===== config.mk =====
export PLATFORM = sky130hd
export DESIGN_NAME = usb3_frame_ctrl
export DESIGN_NICKNAME = d
export VERILOG_FILES = /design/src/rtl/usb3_pkg.sv /design/src/rtl/usb3_frame_counter.sv /design/src/rtl/usb3_frame_ctrl.sv
export SDC_FILE = /design/constraint.sdc
export NUM_CORES = 1
export LEC_CHECK = 0
export ABC_AREA = 1
export BUFFER_PORTS_ARGS = -buffer_cell sky130_fd_sc_hd__buf_2
export CELL_PAD_IN_SITES_DETAIL_PLACEMENT = 0
export CELL_PAD_IN_SITES_GLOBAL_PLACEMENT = 2
export CORE_ASPECT_RATIO = 1.2
export CORE_UTILIZATION = 33
export CTS_BUF_LIST = sky130_fd_sc_hd__clkbuf_2 sky130_fd_sc_hd__clkbuf_4 sky130_fd_sc_hd__clkbuf_8
export CTS_CLUSTER_SIZE = 24
export DETAILED_ROUTE_END_ITERATION = 8
export PLACE_DENSITY = 0.95
export SYNTH_ARGS = -nofsm -noshare
export SYNTH_HDL_FRONTEND = slang
export SYNTH_SLANG_ARGS = --single-unit

===== constraint.sdc =====
create_clock -name ftdi_clk -period 2.4 [get_ports ftdi_clk]
set_input_delay 0 -clock ftdi_clk [delete_from_list [all_inputs] [get_ports ftdi_clk]]
set_output_delay 0 -clock ftdi_clk [all_outputs]
set_load 0.01 [all_outputs]

===== src/rtl/usb3_pkg.sv =====
// Shared state encoding and frame geometry for the usb3 capture path
// and the display-side reader.
package usb3_pkg;

    typedef enum logic [1:0] {
        IDLE,
        HUNT,
        PAYLOAD,
        DONE
    } state_t;

    localparam logic [31:0] DEF_SYNC_WORD       = 32'hA5A5_5A5A;
    localparam int          DEF_WORDS_PER_LINE  = 320;
    localparam int          DEF_LINES_PER_FRAME = 1024;
    localparam int          DEF_TIMEOUT_CYCLES  = 65535;

    function automatic int cnt_w(input int n);
        return (n > 1) ? $clog2(n) : 1;
    endfunction

endpackage


===== src/rtl/usb3_frame_counter.sv =====
// Word/line position within a frame plus line, frame and last-word decode.
// Holds on the final word so the line index stays visible until the next clear.
module usb3_frame_counter
    import usb3_pkg::*;
#(
    parameter int WORDS_PER_LINE  = DEF_WORDS_PER_LINE,
    parameter int LINES_PER_FRAME = DEF_LINES_PER_FRAME
) (
    input  logic                              clk,
    input  logic                              reset_n,
    input  logic                              clear,
    input  logic                              advance,
    output logic [cnt_w(LINES_PER_FRAME)-1:0] line_ctr,
    output logic                              last_word,
    output logic                              line_first,
    output logic                              frame_first
);

    localparam int WW = cnt_w(WORDS_PER_LINE);
    localparam int LW = cnt_w(LINES_PER_FRAME);
    localparam logic [WW-1:0] W_LAST = WW'(WORDS_PER_LINE - 1);
    localparam logic [LW-1:0] L_LAST = LW'(LINES_PER_FRAME - 1);
    localparam logic [WW-1:0] W_ONE  = WW'(1);
    localparam logic [LW-1:0] L_ONE  = LW'(1);

    logic [WW-1:0] word_ctr;
    logic          word_last;

    assign word_last   = (word_ctr == W_LAST);
    assign last_word   = word_last && (line_ctr == L_LAST);
    assign line_first  = (word_ctr == '0);
    assign frame_first = line_first && (line_ctr == '0);

    always_ff @(posedge clk) begin
        if (!reset_n || clear) begin
            word_ctr <= '0;
            line_ctr <= '0;
        end else if (advance && !last_word) begin
            if (word_last) begin
                word_ctr <= '0;
                line_ctr <= line_ctr + L_ONE;
            end else begin
                word_ctr <= word_ctr + W_ONE;
            end
        end
    end

endmodule


===== src/rtl/usb3_frame_ctrl.sv =====
// Frame sequencer between usb3_if and the dc32 FIFO: finds the sync word,
// forwards one frame of payload and reports framing, completion and timeouts.
module usb3_frame_ctrl
    import usb3_pkg::*;
#(
    parameter int          WORDS_PER_LINE  = DEF_WORDS_PER_LINE,
    parameter int          LINES_PER_FRAME = DEF_LINES_PER_FRAME,
    parameter logic [31:0] SYNC_WORD       = DEF_SYNC_WORD,
    parameter int          TIMEOUT_CYCLES  = DEF_TIMEOUT_CYCLES
) (
    input  logic                              ftdi_clk,
    input  logic                              reset_n,
    input  logic                              arm,
    output logic                              usb3_rx_enable,
    input  logic                              write_to_dc32_fifo,
    input  logic [31:0]                       dc32_fifo_data_in,
    input  logic                              dc_fifo_almost_full,
    output logic                              fifo_wr_en,
    output logic [31:0]                       fifo_wr_data,
    output logic                              frame_start,
    output logic                              line_start,
    output logic                              frame_done,
    output logic                              sync_error,
    output logic [cnt_w(LINES_PER_FRAME)-1:0] line_count,
    output logic [15:0]                       frame_count
);

    localparam int TW = cnt_w(TIMEOUT_CYCLES);
    localparam logic [TW-1:0] T_LAST = TW'(TIMEOUT_CYCLES - 1);
    localparam logic [TW-1:0] T_ONE  = TW'(1);

    state_t        state;
    state_t        state_nx;
    logic [TW-1:0] idle_ctr;
    logic [TW-1:0] idle_nx;
    logic          sync_hit;
    logic          fwd;
    logic          adv;
    logic          clr;
    logic          tmo;
    logic          last_word;
    logic          line_first;
    logic          frame_first;

    usb3_frame_counter #(
        .WORDS_PER_LINE (WORDS_PER_LINE),
        .LINES_PER_FRAME(LINES_PER_FRAME)
    ) u_counter (
        .clk        (ftdi_clk),
        .reset_n    (reset_n),
        .clear      (clr),
        .advance    (adv),
        .line_ctr   (line_count),
        .last_word  (last_word),
        .line_first (line_first),
        .frame_first(frame_first)
    );

    assign sync_hit = write_to_dc32_fifo && (dc32_fifo_data_in == SYNC_WORD);

    always_comb begin
        state_nx = state;
        idle_nx  = '0;
        fwd      = 1'b0;
        adv      = 1'b0;
        clr      = 1'b0;
        tmo      = 1'b0;
        unique case (state)
            IDLE: begin
                if (arm) state_nx = HUNT;
            end
            // a word landing in DONE is judged exactly as in HUNT
            HUNT, DONE: begin
                if (!arm) begin
                    state_nx = IDLE;
                end else if (sync_hit) begin
                    state_nx = PAYLOAD;
                    clr      = 1'b1;
                end else begin
                    state_nx = HUNT;
                end
            end
            PAYLOAD: begin
                if (write_to_dc32_fifo) begin
                    fwd = 1'b1;
                    adv = 1'b1;
                    if (last_word) state_nx = DONE;
                end else if (usb3_rx_enable) begin
                    if (idle_ctr == T_LAST) begin
                        tmo      = 1'b1;
                        clr      = 1'b1;
                        state_nx = arm ? HUNT : IDLE;
                    end else begin
                        idle_nx = idle_ctr + T_ONE;
                    end
                end else begin
                    idle_nx = idle_ctr;
                end
            end
            default: state_nx = IDLE;
        endcase
    end

    always_ff @(posedge ftdi_clk) begin
        if (!reset_n) begin
            state          <= IDLE;
            idle_ctr       <= '0;
            usb3_rx_enable <= 1'b0;
            fifo_wr_en     <= 1'b0;
            fifo_wr_data   <= '0;
            frame_start    <= 1'b0;
            line_start     <= 1'b0;
            frame_done     <= 1'b0;
            sync_error     <= 1'b0;
            frame_count    <= '0;
        end else begin
            state          <= state_nx;
            idle_ctr       <= idle_nx;
            usb3_rx_enable <= (state_nx != IDLE) && !dc_fifo_almost_full;
            fifo_wr_en     <= fwd;
            if (fwd) fifo_wr_data <= dc32_fifo_data_in;
            frame_start    <= fwd && frame_first;
            line_start     <= fwd && line_first;
            frame_done     <= (state == DONE);
            sync_error     <= tmo;
            if (state == DONE) frame_count <= frame_count + 16'd1;
        end
    end

endmodule


== After elaboration in Yosys (flattened, before gate mapping) ==
Index checks and enable logic that the tools add are counted.
Storage, ports and cells
  register bits: 91
  input bits: 37
  word-level logic and storage cells: 63
  latch bits: 0
  memories kept: 0
  bits in read-only memories: 0
  memory bits (writable): 0
  output and inout port bits: 64
Cells by class
  reductions and logical operators: 19
  multipliers: 0
  bitwise operators: 2
  equality and inequality tests: 7
  $lt $le $gt $ge: 0
  multiplexer cells: 19
  divide/modulo/power cells: 0
  shift operators: 0
  add/subtract/negate cells: 4
Operators by type and width (number)
  adder 16 x 1 -> 16 bit, second input constant: 2
  == test 32 bit, second input constant: 1
  == test 16 bit, second input constant: 1
  two-way mux 16 bit: 1
  two-way mux 2 bit: 7
  adder 10 x 1 -> 10 bit, second input constant: 1
  == test 10 bit, second input constant: 1
  zero test 10 bit: 1
  adder 9 x 1 -> 9 bit, second input constant: 1
  == test 9 bit, second input constant: 1
  zero test 9 bit: 1
  two-way mux 9 bit: 1
  two-way mux 1 bit: 8
  logical AND 1 bit: 7
  one-hot mux 2 bit (3 select lines): 1
  == test 2 bit, second input constant: 2
  AND reduction 2 bit: 2
  zero test 1 bit: 3
  OR reduction 3 bit: 1
  == test 2 x 1 -> 1 bit, second input constant: 1
  zero test 2 bit: 1
  inverter 1 bit: 2
  one-hot mux 1 bit (2 select lines): 1
  nonzero test 2 bit: 1
  other kinds (2): 2

== Depth between registers and ports, before layout ==
Gate-level depths: netlist (run 1).
  word-level depth: 7
  gate-level depth with buffers: 13

== By module ==
A second synthesis (run 1) with hierarchy kept.
Second synthesis, totals
  cell total of the unflattened synthesis: 616
  area total of the unflattened synthesis: 4355.4 µm²
Modules (own cells, without submodules)
  usb3_frame_ctrl: cells an instance 424, area each 3133.0 µm², instances 1
  usb3_frame_counter: cells an instance 192, area each 1222.4 µm², instances 1

== Least setup slack after synthesis (run 1) ==
Ideal clock, no wire load.
  path type: register to register
  start: reg u_counter.line_ctr[0]
  end: reg u_counter.word_ctr[8]
  setup time: 114 ps
  path slack: 792 ps
  required time: 2286 ps
  buffers on the path: 1
  data arrival time: 1494 ps
  stages on the path, launching flop included: 12
  period minus slack after synthesis: 1608 ps
  cell sequence: dfxtp_1 -> ha_1 -> nand2_1 -> inv_1 -> nand4_1 -> nor2_1 -> nand2_2 -> nand2_2 -> buf_6 -> nor2_1 -> a21oi_1 -> nor2_1
On the way
  cells in the longest elaborated chain, start to end: 4
RTL lines
  from (decl): RTL line usb3_frame_counter.sv:13  | output logic [cnt_w(LINES_PER_FRAME)-1:0] line_ctr,
  from (signal assigned): RTL line usb3_frame_counter.sv:41  | line_ctr <= line_ctr + L_ONE;
  == test 10 bit: RTL line usb3_frame_counter.sv:30  | assign last_word = word_last && (line_ctr == L_LAST);
  logical AND 1 bit: RTL line usb3_frame_counter.sv:30
  zero test 1 bit: RTL line usb3_frame_counter.sv:38  | end else if (advance && !last_word) begin
  logical AND 1 bit: RTL line usb3_frame_counter.sv:38
  to (signal assigned): RTL line usb3_frame_counter.sv:43  | word_ctr <= word_ctr + W_ONE;
  to (decl): RTL line usb3_frame_counter.sv:26  | logic [WW-1:0] word_ctr;
No other way between the ends.
A chain may end at the register's enable or synchronous reset.

== Worst setup path after layout (run 1) ==
  start: reg u_counter.word_ctr[1]
  end: reg u_counter.line_ctr[5]
On the way
  cells in the longest elaborated chain, start to end: 5
RTL lines
  == test 9 bit (*): RTL line usb3_frame_counter.sv:29  | assign word_last = (word_ctr == W_LAST);
  logical AND 1 bit: RTL line usb3_frame_counter.sv:30
  zero test 1 bit: RTL line usb3_frame_counter.sv:38
  logical AND 1 bit: RTL line usb3_frame_counter.sv:38
  AND reduction 2 bit (no source line) (*)
Every way passes the cells marked *; elsewhere a longest branch is shown, timed or not.

==> metrics, run 1 <==
FP Rows=45; WS Path Type=flop to flop; Hold Vio Cnt, Final=0; Final Skew=13.1 ps; pre-CTS worst setup slack=510 ps; Critical R2R Launch=u_counter.word_ctr[1]; grt total ovfl=0; antenna cell count=0; Clock Path Buffers=2; clk slew on worst S/H paths=90 ps; syn avg cell area=7.02 um^2; WP data arrival=2130 ps; via count=4,227; Worst-Margin Slew=578 ps; Final Routed Wirelength=11.3 mm; Ys Warns=0; first-pass GRT wire length=18.6 mm; Initial Utilization=0.339; Crit path largest cell delay=380 ps; DIE WIDTH=106 um; WP buf/inv=3; DP HPWL=8.24 mm; largest net degree at the start of global routing=46; Mapped Cells=614; slowest CP cell=dfxtp_1; Pre-antenna DRT Iters=5; relative slew slack=0.613; Seq cells post-synth=91; htree depth=3; die height=127 um; initial drt markers=133; Leak=2.46 nW; CP Capture Type=flop; critical path startpoint category=flop; port bufs=100; worst-path fanout max=11; Max-cap violations=0; Placed Cells=864; Cell variety after synth=37; P&R area growth vs syn=27.6%; Synth Cell Area=0.00431 mm^2; sequential area share after synthesis=0.422; hold slack=98.1 ps; layout cell share with drive strength beyond 1=0.200; FILL cells=1,364; core area=0.0127 mm^2; GR Util All Layers=0.172; total CTS buffers=9; area of the die=0.0135 mm^2; DRT antenna net count=0; initial antenna violation count=0; vias in the first global route=4,122; CP Launch Point=u_counter.word_ctr[1]; final setup fails=0; peak supply drop=0.239 mV; CP top delay family=simple AND/OR/NAND/NOR gates; Clk Tree Root Cell=clkbuf_8; outcome=finished clean; CTS tree=yes; Nets=790; HP Start=write_to_dc32_fifo; CP required=2630 ps; fin crit share=0.791; crit-path cells=ha_1 -> nand2_1 -> nor2_1 -> nand2_1 -> inv_2 -> nand3_4 -> inv_4 -> nand3_2 -> inv_2 -> nand3_1 -> nand2_1 -> nor2_1; syn nets=658; min cycle time layout=1900 ps; most common cell after layout, fill and taps aside=nor2_1; GPL Wtd Cong=0.822; Cell Count, Final, Fillers Out=915; Fmax achieved=527 MHz; Fin Setup TNS=0 ps; vias per cell=4.62; Ports=101; final worst slack=502 ps; Slew Viols, Final=0; DRC=0; Hold WC Path Type=input port to flop; WL per Instance=12.4 um; later-pin clock latency in the skew report=360 ps; RSZ-0062 raised after global routing=no; clock sink count=91; Post-CTS Setup Bufs=0; CP dominant cell by count=nand2_1; most frequent cells in the layout=129 x nor2_1, 108 x nand2_1, 100 x buf_2; PwrDens=497 mW/mm^2
-- worst register-to-register path: stages, from the launching register on --
cell	delay [ps]
dfxtp_1	380
ha_1	200
nand2_1	80
nor2_1	90
nand2_1	80
inv_2	80
nand3_4	110
inv_4	100
nand3_2	220
inv_2	230
nand3_1	90
nand2_1	70
nor2_1	40
-- sequential cells by signal (all words and copies together), names as in the netlist --
register	count
u_counter.word_ctr	9
frame_start	1
frame_count	16
idle_ctr	16
sync_error	1
u_counter.line_ctr	10
fifo_wr_data	32
line_start	1
fifo_wr_en	1
state	2
frame_done	1
usb3_rx_enable	1
-- where the power goes --
part,internal (mW),switching (mW),total (mW)
sequential,1.51,0.00280,1.51
combinational,0.0712,0.0613,0.133
clock,0.521,0.571,1.09
total,2.10,0.636,2.74
-- cell usage after synthesis, drive strengths merged --
master	instances	area share
ha	7	0.020
xnor2	1	0.0020
a211oi	1	0.0029
inv	72	0.063
nand2	113	0.10
or2	2	0.0029
clkbuf	8	0.0070
buf	8	0.014
a31oi	1	0.0015
nor3	16	0.019
nand3b	2	0.0035
nand3	31	0.042
nor4	4	0.0058
a21oi	37	0.044
xor2	15	0.030
o211ai	1	0.0049
nor3b	2	0.0035
o21a	1	0.0017
and2	2	0.0029
nor2	137	0.13
o21bai	2	0.0044
dfxtp	91	0.42
o21ai	45	0.052
nand4	15	0.022
-- cell families after synthesis --
logic type      Yosys count  share of synthesized area
fa+ha+maj                 7                     0.0203
simple gates            324                      0.330
buf+inv                  88                     0.0838
xor+xnor                 16                     0.0325
flops                    91                      0.422
compound gates           88                      0.111
-- per-stage QoR --
stage	util	total power, mW	cell area [um^2]
after floorplan	-	1.59	4310
after global placement	0.389	1.63	4940
after detailed placement	0.389	1.64	4940
after CTS	0.433	2.78	5500
after global routing	0.433	2.86	5500
final	0.433	2.74	5500
-- repair_timing --
| item | 4_1_cts | 5_1_grt |
|---|---|---|
| hold endpoints to repair | 38 | 0 |
| hold buffers | 35 | 0 |
| resized for setup | 0 | 0 |
-- worst paths after layout --
path                      endpoint  slack [ps]  cells past startpoint
min reg2reg  u_counter.word_ctr[7]         470                      2
min                     sync_error         100                      4
max reg2reg  u_counter.line_ctr[5]         500                     12
max          u_counter.line_ctr[5]         500                     12
-- final cells by class --
type | count | area [um^2] | share of cell area
multi-input cells | 435 | 2130 | 0.387
flip-flops and latches | 91 | 1820 | 0.331
clock buffers | 10 | 138 | 0.0250
repair buffers | 137 | 866 | 0.157
clock inverters | 6 | 71.3 | 0.0130
inverters | 72 | 273 | 0.0496
well taps | 164 | 205 | 0.0373
-- metal layers --
layer | wire length (um) | track usage
met4 | 180 | 0.0686
met1 | 5130 | 0.205
met3 | 419 | 0.0291
met5 | 0 | 0
met2 | 5600 | 0.305
Note: power is estimated with default switching activity, not from simulation.
==> inputs of run 2 (changes only) <==
--- a/config.mk
+++ b/config.mk
@@ -10,11 +10,11 @@
 export CELL_PAD_IN_SITES_DETAIL_PLACEMENT = 0
 export CELL_PAD_IN_SITES_GLOBAL_PLACEMENT = 2
 export CORE_ASPECT_RATIO = 1.2
-export CORE_UTILIZATION = 33
+export CORE_UTILIZATION = 30
 export CTS_BUF_LIST = sky130_fd_sc_hd__clkbuf_2 sky130_fd_sc_hd__clkbuf_4 sky130_fd_sc_hd__clkbuf_8
 export CTS_CLUSTER_SIZE = 24
 export DETAILED_ROUTE_END_ITERATION = 8
-export PLACE_DENSITY = 0.95
+export PLACE_DENSITY = 0.88
 export SYNTH_ARGS = -nofsm -noshare
 export SYNTH_HDL_FRONTEND = slang
 export SYNTH_SLANG_ARGS = --single-unit
==> constraint.sdc (replaced) <==
create_clock -name ftdi_clk -period 1.8 [get_ports ftdi_clk]
set_input_delay 0 -clock ftdi_clk [delete_from_list [all_inputs] [get_ports ftdi_clk]]
set_output_delay 0 -clock ftdi_clk [all_outputs]
set_load 0.01 [all_outputs]
==> run 2 against run 1 <==
The run now ends with DRC left. Largest power group unchanged. First-iteration DRC count rose by 50%. Worst hold slack improved by 2.2 ps. Sequential power rose by 34%. Highest routed layer unchanged. Sequential share of layout area fell by 0.98 points.
==> metrics, run 2 (synthesized netlist as in run 1, its figures left out) <==
Combinational Power Share=0.048 (about the same); fin area=0.00568 mm^2 (+3.1%); outcome=finished with violations; Clk Tree Root Cell=clkbuf_8; Sw Ratio=0.217 (-0.0154); CTS tree=yes; CP required=2070 ps (-560 ps); Slew Viols, Final=0 (unchanged); most frequent cells in the layout=128 x nor2_1, 108 x nand2_1, 100 x buf_2; CP Capture Type=flop; WP data arrival=1960 ps (-170 ps); peak supply drop=0.432 mV (+81%); largest net degree at the start of global routing=46 (unchanged); Hold WC Path Type=input port to flop; relative slew slack=0.707 (+0.0945); Worst-Margin Slew=439 ps (-139 ps); Hold Vio Cnt, Final=0 (unchanged); clock sink count=91 (unchanged); FP Rows=47 (+4.4%); initial antenna violation count=0 (unchanged); Largest regs=fifo_wr_data: 32 flops, frame_count: 16 flops, idle_ctr: 16 flops; first-pass GRT wire length=19.2 mm (+2.9%); most common cell after layout, fill and taps aside=nor2_1; DIE WIDTH=111 um (+4.8%); R2R depth=10 (-2); Final Routed Wirelength=11.5 mm (+1.5%); Initial Utilization=0.309 (-0.0295); min cycle time layout=1690 ps (-206 ps); Clock Path Buffers=2 (unchanged); clk slew on worst S/H paths=90 ps (about the same); pre-CTS worst setup slack=104 ps (-406 ps); fin crit share=0.940 (+0.149); register with the highest flop count=fifo_wr_data; Largest register FFs=32 (unchanged); GR Util All Layers=0.161 (-0.0114); final worst slack=109 ps (-394 ps); Sw Pwr=821 uW (+29%); final setup fails=0 (unchanged); port bufs=100 (unchanged); Post-CTS Setup Bufs=0 (unchanged); Pre-antenna DRT Iters=7 (+2); DRC=11 (+11); PwrDens=667 mW/mm^2 (+34%); Int Pwr=2.97 mW (+41%); area of the die=0.0149 mm^2 (+9.8%); Leak=2.56 nW (+3.9%); antenna cell count=0 (unchanged); critical path startpoint category=flop; total CTS buffers=9 (unchanged); failing checks=DRC; GPL Wtd Cong=0.823 (about the same); Clk pwr share=0.419 (+0.020); htree depth=3 (unchanged); die height=133 um (+4.8%); Fmax achieved=591 MHz (+12%); RSZ-0062 raised after global routing=yes; DP HPWL=8.47 mm (+2.7%); hold depth=4 (unchanged); via count=4,288 (+1.4%); later-pin clock latency in the skew report=380 ps (+20 ps); placed cell areas=0.00509 mm^2 (+2.9%); Final Skew=14.4 ps (+1.31 ps); WS Path Type=flop to flop; P&R area growth vs syn=31.6%; layout cell share with drive strength beyond 1=0.220 (+0.0206); Fin Setup TNS=0 ps (unchanged); Max-cap violations=0 (unchanged); worst-path fanout max=13 (+2); Sequential Power Share=0.532 (-0.021); WL per Instance=12.3 um (-0.97%); r2r setup slk=110 ps (-390 ps); FILL cells=1,479 (+8.4%); core area=0.0139 mm^2 (+9.5%); grt total ovfl=0 (unchanged); vias per cell=4.57 (-1.0%); initial drt markers=199 (+50%); Nets=806 (+2.0%); Ports=101 (unchanged); vias in the first global route=4,062 (-1.5%); DRT antenna net count=0 (unchanged)
==> run 2: final cells by class <==
| class | count | area [um^2] | share of cell area |
|---|---|---|---|
| clock buffers | 12 | 153 | 0.0269 |
| clock inverters | 4 | 73.8 | 0.0130 |
| inverters | 72 | 278 | 0.0489 |
| multi-input cells | 435 | 2140 | 0.376 |
| flip-flops and latches | 91 | 1820 | 0.321 |
| well taps | 171 | 214 | 0.0377 |
| repair buffers | 153 | 998 | 0.176 |
==> run 2: what timing repair did <==
item                                   in CTS  in global routing
endpoints found under the hold margin      38                  0
resized for setup                           0                  5
setup endpoints to repair                   0                 15
hold buffers                               35                  0
==> run 2: metrics by stage <==
stage                     utilization  hold WS [ps]  cells  power, mW
after floorplan                     -          72.4    614       2.12
after global placement          0.365           200    887       2.19
after detailed placement        0.365           196    887       2.19
after CTS                       0.406          71.7    938       3.84
after global routing            0.407           110    938       3.95
final                           0.407           100    938       3.79
==> run 2: power by group through the flow <==
stage | Sequential (mW) | Clock (mW) | Combinational, mW
final | 2.02 | 1.59 | 0.183
after global routing | 2.02 | 1.73 | 0.202
after global placement | 2.06 | 0 | 0.122
after CTS | 2.02 | 1.64 | 0.184
after detailed placement | 2.06 | 0 | 0.123
after floorplan | 2.06 | 0 | 0.0567
==> run 2: critical path, cell delays in order, from the launching register on <==
cell and delay (ps):
dfxtp_1 400, ha_1 200, nand2_1 80, inv_1 80, nand4_1 130, nor2_1 140
nand2_2 100, nand2_2 200, nor2_1 60, a21oi_1 130, nor2_1 60
==> run 2: final timing paths <==
kind | start | endpoint
worst max-delay path | u_counter.line_ctr[1] | u_counter.word_ctr[5]
worst min-delay path | write_to_dc32_fifo | sync_error
worst max register to register | u_counter.line_ctr[1] | u_counter.word_ctr[5]
worst min register to register | u_counter.word_ctr[7] | u_counter.word_ctr[7]
==> run 2: routing by layer <==
layer / up-vias / track usage / routed length (um)
met5: - / 0 / 0
met4: 0 / 0.0878 / 320
met3: 22 / 0.0278 / 464
met2: 85 / 0.274 / 5550
met1: 1930 / 0.193 / 5160
li1: 2251 / - / -
==> inputs of run 3 (changes only) <==
--- a/config.mk
+++ b/config.mk
@@ -5,12 +5,11 @@
 export SDC_FILE = /design/constraint.sdc
 export NUM_CORES = 1
 export LEC_CHECK = 0
-export ABC_AREA = 1
 export BUFFER_PORTS_ARGS = -buffer_cell sky130_fd_sc_hd__buf_2
 export CELL_PAD_IN_SITES_DETAIL_PLACEMENT = 0
 export CELL_PAD_IN_SITES_GLOBAL_PLACEMENT = 2
 export CORE_ASPECT_RATIO = 1.2
-export CORE_UTILIZATION = 30
+export CORE_UTILIZATION = 32
 export CTS_BUF_LIST = sky130_fd_sc_hd__clkbuf_2 sky130_fd_sc_hd__clkbuf_4 sky130_fd_sc_hd__clkbuf_8
 export CTS_CLUSTER_SIZE = 24
 export DETAILED_ROUTE_END_ITERATION = 8
==> constraint.sdc (replaced) <==
create_clock -name ftdi_clk -period 1.8 [get_ports ftdi_clk]
set_input_delay 0 -clock ftdi_clk [delete_from_list [all_inputs] [get_ports ftdi_clk]]
set_output_delay 0 -clock ftdi_clk [all_outputs]
set_load 0.05 [all_outputs]
==> run 3 against run 2 <==
The run now ends clean. Setup slack worse by 40 ps. Global-route usage decreased by 0.29 points. Combinational power decreased by 5%. Critical endpoint is now u_counter.line_ctr[2]. Worst hold slack worse by 47 ps. Non-clock buffer count rose by 3. Via count decreased by 15%. Area after synthesis decreased by 7.0%. Routed wire length is 13% lower. Register-to-register slack hardly changed.
==> metrics, run 3 <==
PwrDens=683 mW/mm^2 (+2.4%); Clk Tree Root Cell=clkbuf_8; port bufs=100 (unchanged); Nets=650 (-19%); placed cell areas=0.00486 mm^2 (-4.4%); Cell variety after synth=44 (+19%); Async SR Flop Fraction=0 (unchanged); synth top area cells=dfxtp_1 45%, nand2_1 7.9%, a21boi_0 6.9%; Cell Count, Final, Fillers Out=772 (-18%); Worst-Margin Slew=354 ps (-84.7 ps); grt total ovfl=0 (unchanged); Clock Path Buffers=2 (unchanged); Ys Warns=0 (unchanged); Synth top area share=0.454 (+0.0318); first-pass GRT wire length=16.6 mm (-13%); DRC=0 (-11); HP Start=dc32_fifo_data_in[0]; relative slew slack=0.762 (+0.0543); core area=0.0122 mm^2 (-13%); sequential area share after synthesis=0.454 (+0.0318); Seq cells post-synth=91 (unchanged); min cycle time layout=1730 ps (+39.9 ps); Final Routed Wirelength=10.1 mm (-13%); Initial Utilization=0.330 (+0.0202); vias in the first global route=3,470 (-15%); cell taking the most area after synthesis=dfxtp_1; GPL Wtd Cong=0.808 (-1.8%); antenna cell count=0 (unchanged); GR Util All Layers=0.158 (-0.00289); largest net degree at the start of global routing=39 (-15%); critical path startpoint category=input port; fin area=0.00549 mm^2 (-3.3%); Slew Viols, Final=0 (unchanged); Ports=101 (unchanged); clock sink count=91 (unchanged); pre-CTS worst setup slack=92.4 ps (-11.8 ps); Int Pwr=2.94 mW (-0.92%); Placed Cells=729 (-18%); Sw Pwr=811 uW (-1.2%); peak supply drop=0.344 mV (-20%); Clk pwr share=0.416 (-0.003); Hold WC Path Type=input port to flop; area of the die=0.0130 mm^2 (-13%); most frequent cells in the layout=91 x buf_2, 83 x nand2_1, 78 x dfxtp_1; fin crit share=0.962 (+0.0222); crit-path cells=dlygate4sd3_1 -> buf_2 -> or4bb_4 -> nor4_4 -> nand4_1 -> nand2_2 -> clkbuf_16 -> nor2_1; initial drt markers=118 (-41%); outcome=finished clean; DRT antenna net count=0 (unchanged); worst-path fanout max=5 (-8); Largest regs=fifo_wr_data: 32 flops, frame_count: 16 flops, idle_ctr: 16 flops; final worst slack=68.6 ps (-39.9 ps); P&R area growth vs syn=36.9%; R2R depth=6 (-4); DIE WIDTH=104 um (-6.5%); WP data arrival=1990 ps (+30 ps); WS Path Type=input port to flop; initial antenna violation count=0 (unchanged); hold depth=3 (-1); Max-cap violations=0 (unchanged); Hold Vio Cnt, Final=0 (unchanged); Sw Ratio=0.216 (-0.000556); Leak=2.23 nW (-13%); later-pin clock latency in the skew report=360 ps (-20 ps); via count=3,666 (-15%); Largest register FFs=32 (unchanged); Combinational Power Share=0.046 (-0.002); layout cell share with drive strength beyond 1=0.282 (+0.0612); CP required=2060 ps (about the same); Crit path largest cell delay=540 ps (+140 ps); Synth top cells by count=91 x dfxtp_1, 84 x nand2_1, 44 x nor2_1; Synth Cell Area=0.00401 mm^2 (-7.0%); final setup fails=0 (unchanged); syn avg cell area=8.70 um^2 (+24%); Final Skew=13.0 ps (-1.42 ps); syn nets=505 (-23%); vias per cell=4.75 (+3.9%); die height=125 um (-6.5%); Mapped Cells=461 (-25%); DP HPWL=7.09 mm (-16%); total CTS buffers=9 (unchanged); CP Capture Type=flop; Fmax achieved=578 MHz (-2.3%); FP Rows=44 (-6.4%); Critical R2R Launch=u_counter.line_ctr[0]; register with the highest flop count=fifo_wr_data; htree depth=3 (unchanged); Post-synth EDFFs=0 (unchanged); Hold Path End=fifo_wr_data[0]; r2r setup slk=100 ps (about the same); most common cell after layout, fill and taps aside=buf_2; clk slew on worst S/H paths=90 ps (about the same); capture point of the worst reg-to-reg path=u_counter.word_ctr[3]; top_reg_cell synth=dfxtp_1; slowest CP cell=or4bb_4; CTS tree=yes; most common cell in the netlist=dfxtp_1; final core occ=0.451 (+0.0440); Fin Setup TNS=0 ps (unchanged); WL per Instance=13.0 um (+6.2%); Sequential Power Share=0.538 (+0.006); Pre-antenna DRT Iters=5 (-2)
## run 3: cell types whose count changed after synthesis, moves of 12 or more
cell      delta
a21boi_0    +37
nand2_1     -24
and2_1      +13
xnor2_1     +30
a21oi_1     -29
nand3_1     -12
nor2_1      -85
inv_1       -50
o21ai_0     -39
## run 3: stage by stage
step	hold slack, ps	power, mW
after floorplan	68.7	2.11
after global placement	161	2.17
after detailed placement	158	2.18
after CTS	64.2	3.80
after global routing	46.8	3.91
final	53.7	3.75
## run 3: cells by family (layout without fill, tap and decap cells)
kind of cell,Yosys count,after routing,share of synthesized area
and+or+nand+nor,232,232,0.296
adders and majority gates,7,7,0.0218
DFF,91,91,0.454
muxes,1,1,0.00250
xor gates and xnor gates,43,43,0.0939
buffers and inverters,35,185,0.0393
AOI/OAI and AO/OA,52,52,0.0920
## run 3: layout make-up
cell class | instances | area, um^2
fillers | 1198 | 6680
repair buffers | 156 | 1080
well taps | 161 | 201
clock inverters | 6 | 88.8
flip-flops and latches | 91 | 1840
clock buffers | 10 | 138
inverters | 13 | 48.8
multi-input cells | 335 | 2100
## run 3: what timing repair did
action	CTS	global route
setup buffers	0	1
endpoints found under the hold margin	34	0
resized for setup	0	16
hold buffers	34	0
endpoints found under the setup margin	0	20
## run 3: layer usage
metal | global-route usage | vias to the layer above | share of wire
met5 | 0 | - | 0
met4 | 0.0681 | 0 | 0.013
met3 | 0.0340 | 8 | 0.053
met2 | 0.269 | 85 | 0.49
met1 | 0.191 | 1731 | 0.44
li1 | - | 1842 | -
## run 3: worst max path at each step
stage,depth (start not counted),to,start,slack [ps]
after floorplan,6,u_counter.word_ctr[4],u_counter.line_ctr[7],10
after global placement,7,u_counter.line_ctr[1],dc32_fifo_data_in[15],130
after detailed placement,7,u_counter.line_ctr[1],dc32_fifo_data_in[15],90
after CTS,8,u_counter.line_ctr[1],dc32_fifo_data_in[27],20
after global routing,6,u_counter.word_ctr[3],u_counter.line_ctr[0],-20
final,8,u_counter.line_ctr[2],dc32_fifo_data_in[9],70
## run 3: power by group through the flow
| stage | Clock (mW) | Sequential (mW) | Combinational, mW |
|---|---|---|---|
| finish | 1.56 | 2.02 | 0.174 |
| floorplan | 0 | 2.06 | 0.0461 |
| global route | 1.71 | 2.02 | 0.187 |
| detailed placement | 0 | 2.06 | 0.112 |
| CTS | 1.61 | 2.02 | 0.169 |
| global placement | 0 | 2.06 | 0.111 |
## run 3: worst max-delay path: cells and delay by family
kind                   cells  cell delay, ps
AND/OR/NAND/NOR            5            1180
buffers and inverters      3             810
